===== src/rtl/collector_port_arbiter_pkg.sv =====
// Shared definitions for the collector port arbiter: FSM encodings and the
// debug view of the arbiter's internal state.
package collector_port_arbiter_pkg;

    localparam logic [1:0] ARB_IDLE     = 2'd0;
    localparam logic [1:0] ARB_WAIT_GNT = 2'd1;
    localparam logic [1:0] ARB_RELEASE  = 2'd2;

    // Wide enough for the largest supported TIMEOUT (255).
    localparam int WAIT_CNT_W = 8;

    typedef struct packed {
        logic [1:0]            state;
        logic [WAIT_CNT_W-1:0] waitcnt;
    } arb_dbg_t;

endpackage


===== src/rtl/collector_port_arbiter_rr_pick.sv =====
// Combinational round-robin picker: first set request at or above ptr,
// wrapping at NUM_REQ-1 back to 0.
module collector_port_arbiter_rr_pick #(
    parameter int NUM_REQ = 4,
    parameter int IDW     = 2
) (
    input  logic [NUM_REQ-1:0] req,
    input  logic [IDW-1:0]     ptr,
    output logic               any,
    output logic [IDW-1:0]     idx
);

    // One extra bit so ptr+k can exceed NUM_REQ-1 before being folded back.
    logic [IDW:0] cand;
    logic         hit;

    always_comb begin
        any  = 1'b0;
        idx  = '0;
        cand = '0;
        hit  = 1'b0;
        for (int k = 0; k < NUM_REQ; k++) begin
            cand = {1'b0, ptr} + (IDW+1)'(k);
            if (cand >= (IDW+1)'(NUM_REQ)) begin
                cand = cand - (IDW+1)'(NUM_REQ);
            end
            hit = 1'b0;
            for (int j = 0; j < NUM_REQ; j++) begin
                if (cand == (IDW+1)'(j) && req[j]) begin
                    hit = 1'b1;
                end
            end
            if (!any && hit) begin
                any = 1'b1;
                idx = cand[IDW-1:0];
            end
        end
    end

endmodule


===== src/rtl/collector_port_arbiter.sv =====
// Shares one PE collector port among NUM_REQ sources: latches the round-robin
// winner's packet, requests the collector, and hands its grant back to the winner.
module collector_port_arbiter
    import collector_port_arbiter_pkg::*;
#(
    parameter int NUM_REQ   = 4,
    parameter int dataWidth = 32,
    parameter int IDW       = 2,
    parameter int TIMEOUT   = 255
) (
    input  logic                         clk,
    input  logic                         reset,
    input  logic [NUM_REQ-1:0]           ReqUpStr,
    input  logic [NUM_REQ*dataWidth-1:0] PacketIn,
    output logic [NUM_REQ-1:0]           GntUpStr,
    output logic [NUM_REQ-1:0]           UpStrFull,
    output logic                         ReqDnStr,
    output logic [dataWidth-1:0]         PacketOut,
    input  logic                         GntDnStr,
    input  logic                         DnStrFull,
    output logic [IDW-1:0]               ActiveID,
    output logic [31:0]                  PktCount,
    output logic                         TimeoutErr,
    output arb_dbg_t                     dbg
);

    logic [1:0]            state;
    logic [WAIT_CNT_W-1:0] waitcnt;
    logic [IDW-1:0]        ptr;
    logic                  pick_any;
    logic [IDW-1:0]        pick_idx;
    logic [dataWidth-1:0]  pick_pkt;
    logic [NUM_REQ-1:0]    active_onehot;
    logic [IDW-1:0]        ptr_next;

    collector_port_arbiter_rr_pick #(
        .NUM_REQ (NUM_REQ),
        .IDW     (IDW)
    ) u_pick (
        .req (ReqUpStr),
        .ptr (ptr),
        .any (pick_any),
        .idx (pick_idx)
    );

    always_comb begin
        pick_pkt = '0;
        for (int i = 0; i < NUM_REQ; i++) begin
            if (pick_idx == IDW'(i)) begin
                pick_pkt = PacketIn[i*dataWidth +: dataWidth];
            end
        end
    end

    always_comb begin
        active_onehot = '0;
        for (int i = 0; i < NUM_REQ; i++) begin
            active_onehot[i] = (ActiveID == IDW'(i));
        end
    end

    // Explicit wrap so a non-power-of-two NUM_REQ never points at a missing source.
    assign ptr_next = (ActiveID == IDW'(NUM_REQ-1)) ? '0 : ActiveID + 1'b1;

    assign UpStrFull = {NUM_REQ{(state != ARB_IDLE) | DnStrFull}};

    assign dbg.state   = state;
    assign dbg.waitcnt = waitcnt;

    always_ff @(posedge clk) begin
        if (reset) begin
            state      <= ARB_IDLE;
            ReqDnStr   <= 1'b0;
            GntUpStr   <= '0;
            PacketOut  <= '0;
            ActiveID   <= '0;
            ptr        <= '0;
            PktCount   <= '0;
            TimeoutErr <= 1'b0;
            waitcnt    <= '0;
        end else begin
            case (state)
                ARB_IDLE: begin
                    GntUpStr <= '0;
                    if (pick_any && !DnStrFull) begin
                        PacketOut <= pick_pkt;
                        ActiveID  <= pick_idx;
                        ReqDnStr  <= 1'b1;
                        waitcnt   <= '0;
                        state     <= ARB_WAIT_GNT;
                    end
                end
                ARB_WAIT_GNT: begin
                    // A grant arriving on the timeout cycle still completes the packet.
                    if (GntDnStr) begin
                        ReqDnStr <= 1'b0;
                        GntUpStr <= active_onehot;
                        PktCount <= PktCount + 32'd1;
                        ptr      <= ptr_next;
                        state    <= ARB_RELEASE;
                    end else if (waitcnt == WAIT_CNT_W'(TIMEOUT-1)) begin
                        ReqDnStr   <= 1'b0;
                        TimeoutErr <= 1'b1;
                        state      <= ARB_IDLE;
                    end else begin
                        waitcnt <= waitcnt + 1'b1;
                    end
                end
                ARB_RELEASE: begin
                    GntUpStr <= '0;
                    if (!GntDnStr) begin
                        state <= ARB_IDLE;
                    end
                end
                default: begin
                    ReqDnStr <= 1'b0;
                    GntUpStr <= '0;
                    state    <= ARB_IDLE;
                end
            endcase
        end
    end

endmodule


===== config.mk =====
export PLATFORM = sky130hd
export DESIGN_NAME = collector_port_arbiter
export DESIGN_NICKNAME = d
export VERILOG_FILES = /design/src/rtl/collector_port_arbiter_pkg.sv /design/src/rtl/collector_port_arbiter_rr_pick.sv /design/src/rtl/collector_port_arbiter.sv
export SDC_FILE = /design/constraint.sdc
export NUM_CORES = 1
export LEC_CHECK = 0
export BUFFER_PORTS_ARGS = -buffer_cell sky130_fd_sc_hd__buf_2
export CAP_MARGIN = 10
export CORE_ASPECT_RATIO = 0.6
export CORE_MARGIN = 2
export CORE_UTILIZATION = 40
export CTS_BUF_LIST = sky130_fd_sc_hd__clkbuf_8
export DETAILED_ROUTE_END_ITERATION = 12
export GPL_TIMING_DRIVEN = 0
export HOLD_SLACK_MARGIN = 0.12
export PLACE_DENSITY = 0.65
export RECOVER_POWER = 25
export SYNTH_ARGS = -nofsm -noshare
export SYNTH_HDL_FRONTEND = slang
export SYNTH_SLANG_ARGS = --single-unit
export TNS_END_PERCENT = 20

===== constraint.sdc =====
create_clock -name clk -period 4.05 [get_ports clk]
set_input_delay 0.81 -clock clk [delete_from_list [all_inputs] [get_ports clk]]
set_output_delay 0.81 -clock clk [all_outputs]
set_load 0.02 [all_outputs]

[Word-level counts from Yosys, hierarchy flattened]
Index checks and enable logic that the tools add are counted.
Word-level totals
  output and inout port bits: 86
  register bits after elaboration: 84
Operators by class
  muxes and demuxes: 46
  add/sub/neg operators: 10
  bitwise logic cells: 4
  $lt $le $gt $ge: 4
  equal/unequal tests: 26
  reductions and logical operators: 40
Operators by type and width (number)
  $mux W32: 4
  $add A32 B1 Y32 const B: 1
  $eq A3 B2 Y1 const B: 8
  $mux W8: 3
  $mux W1: 23
  $logic_and A1 B1 Y1: 20
  $mux W2: 9
  $pmux W8 S2: 1
  $eq A3 B1 Y1 const B: 4
  $logic_not A3 Y1: 4
  $mux W3: 4
  $eq A2 B2 Y1 const B: 5
  $ge A3 B3 Y1 const B: 3
  $reduce_and A3 Y1: 3
  $sub A3 B3 Y3 const B: 3
  $add A8 B1 Y8 const B: 1
  $eq A8 B8 Y1 const B: 1
  $ne A2 B2 Y1 const B: 4
  $add A2 B2 Y3 const B: 2
  $eq A2 B1 Y1 const B: 3
  $logic_not A2 Y1: 3
  $pmux W2 S3: 1
  $logic_not A1 Y1: 4
  $reduce_and A2 Y1: 2
  other kinds (11): 14

[Logic depth before layout (Yosys ltp)]
  word-level depth: 23
  gate-level depth with buffers: 14
  depth with buffers taken out: 8

[Cells and area by module]
From an unflattened synthesis, not the netlist that was laid out.
Second synthesis, totals
  cells, all modules: 499
  area, all modules: 4606.9 µm²
Modules (own cells, without submodules)
  collector_port_arbiter: times used 1, seq. area each 1681.6 µm², cells an instance 471, area an instance 4377.9 µm²
  collector_port_arbiter_rr_pick: times used 1, seq. area each 0.0 µm², cells an instance 28, area an instance 229.0 µm²

[Worst setup path after synthesis]
No wires, ideal clock.
  path type: reg2reg
  start point: register ptr[0]
  end point: register PacketOut[1]
  path slack: 1106 ps
  arrival time: 2826 ps
  setup time: 117 ps
  cell stages (with the launch flop): 13
  data required time: 3933 ps
  cell sequence: dfxtp_1 > buf_2 > inv_2 > clkbuf_1 > buf_1 > ha_1 > a22o_1 > o211ai_1 > and3_4 > buf_6 > a2111oi_0 > o21ai_1 > a32o_1
Between the ends
  word-level cells in the longest chain between the ends: 23
  elaborated cells between the ends (all ways): 87
Ends and longest elaborated chain
  start: declaration: RTL line collector_port_arbiter.sv:29  | logic [IDW-1:0] ptr;
  start signal: assignment: RTL line collector_port_arbiter.sv:99  | ptr <= ptr_next;
  parallel branches: the longest is 23 deep, another holds $add A2 B1 Y3
  end signal: assignment: RTL line collector_port_arbiter.sv:86  | PacketOut <= pick_pkt;
  end: declaration: RTL line collector_port_arbiter.sv:18  | output logic [dataWidth-1:0] PacketOut,
Several ways; the timed one is not identified.
A chain may end at the register's enable or synchronous reset.

[Worst setup path in the final report]
  start point: register ptr[0]
  end point: register PacketOut[12]
The elaborated chain is that of the path after synthesis.

==> impl_metrics.yaml <==
status:
  status: "finished, final reports clean"
power_and_ir_drop:
  ir_worst_vdd_mv: 0.176
  p_sw_share_pct: 41.3
  p_per_area_nw_per_um2: 322
  combPwrFrac_pct: 41.3
  switchingPower_mw: 1.12
  seqPwrFrac_pct: 34.2
  cellLeakagePower_nw: 3.17
  intPower_mw: 1.59
  clock_power_share_pct: 24.5
logic_synthesis:
  synth_ff_type: "dfxtp_1"
  syn_nets: 1004
  ys_types: 57
  yosysMostFrequentCell: "nor2_1"
  synth_cells: 857
  async_flop_share_pct: 0
  synth-seq-cells: 84
  synth_edf_count: 0
  yosys.area.top_type: "dfxtp_1"
  yosysSeqAreaShare_pct: 24.6
  ys_warn_count: 0
  synth.top_cells.by_count: "nor2_1, dfxtp_1, nand2_1"
  synth_top_cells_by_area: "dfxtp_1, nand4_1, mux2_2, a32o_1, nor2_1"
  syn-cell-area_sq_um: 6840
  synth_top_area_share_pct: 24.6
  syn-mean-instance-area_sq_um: 7.98
floorplan:
  ioPinCount: 222
  core_sq_um: 16500
  die_x_um: 173
  rows: 36
  die_area_sq_um: 18200
  die_h_um: 105
  start_util_pct: 41.5
routing:
  via_per_inst: 6.18
  postRouteAntennaNets: 0
  drc: 0
  via_count: 8204
  routed_wirelength_um: 26400
  dr.pass1.iters: 6
  wire_per_inst_um: 19.9
  dr.first_iter.drc_count: 1105
worst_setup_path:
  r2r_slack_ps: 150
  cp.arrival_ps: 4230
  crit_path_cell_trace: "buf_2, inv_2, clkbuf_1, clkbuf_2, ha_1, a22oi_1, and2_1, buf_4, a41oi_2, nor2b_1, buf_1, buf_2, a32o_1"
  worst_path_most_repeated_cell: "buf_2"
  path_delay_family: "buffers and inverters"
  required_ps: 4380
  startpoint: "ptr[0]$_SDFFE_PP0P_"
  critPathCaptureType: "flop"
  worst-path-buf-inv: 7
  crit_cells: 13
  worstSetupStartpointType: "flop"
  reg2regPathDepth: 13
  critPathMaxFanout: 11
  r2r-start: "ptr[0]$_SDFFE_PP0P_"
  r2r_end: "PacketOut[12]$_SDFFE_PP0P_"
  slowest_stage: "clkbuf_1"
  crit_type: "flop to flop"
  crit_path_max_incr_delay_ps: 430
clocking:
  cts.sinks: 84
  cts_htree_levels: 3
  insertion_delay_ps: 390
  cts_root_buffer: "clkbuf_8"
  clkTransAtPathRegs_ps: 100
  cts_tree: "done"
  numCtsBuffers: 9
  cts_buffer_depth: 2
place:
  gp_congestion: 0.878
  dp_slack_ps: 76.9
  port_buffers: 219
  dp_hpwl_um: 20000
sta:
  max_slew_margin_pct: 42.3
  slew_viol_final: 0
  rsz0062_at_grt: "false"
  tns_ps: 0
  setup_viol: 0
  finalCriticalPeriod_ps: 3900
  fmax_ghz: 0.256
  period_share_pct: 96.3
  fin_ws_ps: 149
  worstMarginPinSlew_ps: 865
  fin_worst_skew_ps: 20.7
  hold_viol: 0
cells_and_area:
  syn_to_final_growth_pct: 22.8
  nNetsFinal: 1234
  drive_gt1_share_pct: 28.7
  fill_cells: 1668
global_route:
  grt_overflow: 0
  antenna_found_initial: 8
  grt_pass1_vias: 7264
  grt_pass1_wl_um: 40700
  grt_max_degree: 15
  track_usage_pct: 27.8
flow_run:
  max-cap-violations: 0
worst_hold_path:
  min_path_type: "flop to flop"
  hold_depth: 1
  holdCritStartpoint: "PacketOut[20]$_SDFFE_PP0P_"
  hold_end: "PacketOut[20]$_SDFFE_PP0P_"
## per-layer routing
layer | GRT usage, % | vias to the layer above | wire (um)
met1 | 42.2 | 3890 | 12700
met5 | 0 | - | 27
met2 | 37.1 | 484 | 10400
met3 | 6.78 | 48 | 2750
li1 | - | 3778 | -
met4 | 9.50 | 4 | 562
## registers in the layout, indices dropped and copies added (netlist names)
signal      flops
PktCount       32
state           2
ptr             2
ReqDnStr        1
PacketOut      32
ActiveID        2
GntUpStr        4
waitcnt         8
TimeoutErr      1
## placed cells by master, fill, tap and decap left out, drive strengths merged, types with 5 or more instances in the layout
cell type,n
a31oi,33
inv,8
nor2b,34
a32o,33
nand3,13
or3,5
o21ai,38
nor4,34
clkbuf,95
a21oi,45
buf,228
ha,11
diode,7
a41oi,33
a2111oi,32
xnor2,8
nand2,84
a22oi,6
nor2,87
xor2,26
dfxtp,84
mux2,32
nand4,71
and3,7
## worst max-delay path by stage
| stage | endpoint | slack (ps) |
|---|---|---|
| after floorplan | PacketOut[1]$_SDFFE_PP0P_ | 1110 |
| after global placement | PacketOut[20]$_SDFFE_PP0P_ | 130 |
| after detailed placement | PacketOut[11]$_SDFFE_PP0P_ | 80 |
| after CTS | PacketOut[11]$_SDFFE_PP0P_ | 40 |
| after global routing | PacketOut[11]$_SDFFE_PP0P_ | 5 |
| final | PacketOut[12]$_SDFFE_PP0P_ | 150 |
## power groups by stage
stage / sequential (mW) / clock, mW / combinational, mW
2_1_floorplan: 1.00 / 0 / 0.665
3_5_place_dp: 0.941 / 0 / 1.09
3_3_place_gp: 0.942 / 0 / 1.08
5_1_grt: 0.930 / 0.708 / 1.19
6_report: 0.924 / 0.664 / 1.12
4_1_cts: 0.922 / 0.670 / 1.10
## area by class of cell
| type | instances | area [sq um] | share of cell area, % |
|---|---|---|---|
| multi-input combinational | 673 | 4700 | 56.0 |
| sequential | 84 | 1680 | 20.0 |
| timing repair buffer | 219 | 1060 | 12.6 |
| buffer | 94 | 432 | 5.14 |
| tap | 228 | 285 | 3.40 |
| clock buffer | 10 | 138 | 1.64 |
| clock inverter | 6 | 63.8 | 0.760 |
| inverter | 6 | 22.5 | 0.268 |
| antenna | 7 | 17.5 | 0.209 |
## repair_timing
item                       4_1_cts  5_1_grt
setup buffers                    0        0
hold buffers                     0        0
resized for setup                0        4
setup endpoints to repair        0       30
## per-stage QoR
stage          utilization (%)  power (mW)  hold slack, ps  instance area, sq um  instances
6_report                  51.0        2.71             483                  8400       1327
5_1_grt                   50.9        2.83             488                  8400       1325
4_1_cts                   51.1        2.69             481                  8430       1320
3_5_place_dp              49.9        2.03             458                  8220       1304
3_3_place_gp              49.9        2.02             451                  8220       1304
2_1_floorplan                -        1.67             514                  6840        857
## kinds of logic after synthesis
| logic type | Yosys count | synth area share, % |
|---|---|---|
| AO/OA/AOI/OAI | 235 | 29.8 |
| XOR/XNOR | 34 | 4.35 |
| adder cells (fa/ha/maj) | 11 | 2.01 |
| buffers and inverters | 100 | 6.67 |
| flip-flops | 84 | 24.6 |
| multiplexers | 36 | 5.85 |
| AND/OR/NAND/NOR | 357 | 26.8 |
No activity file was read; power rests on OpenSTA's default activity.
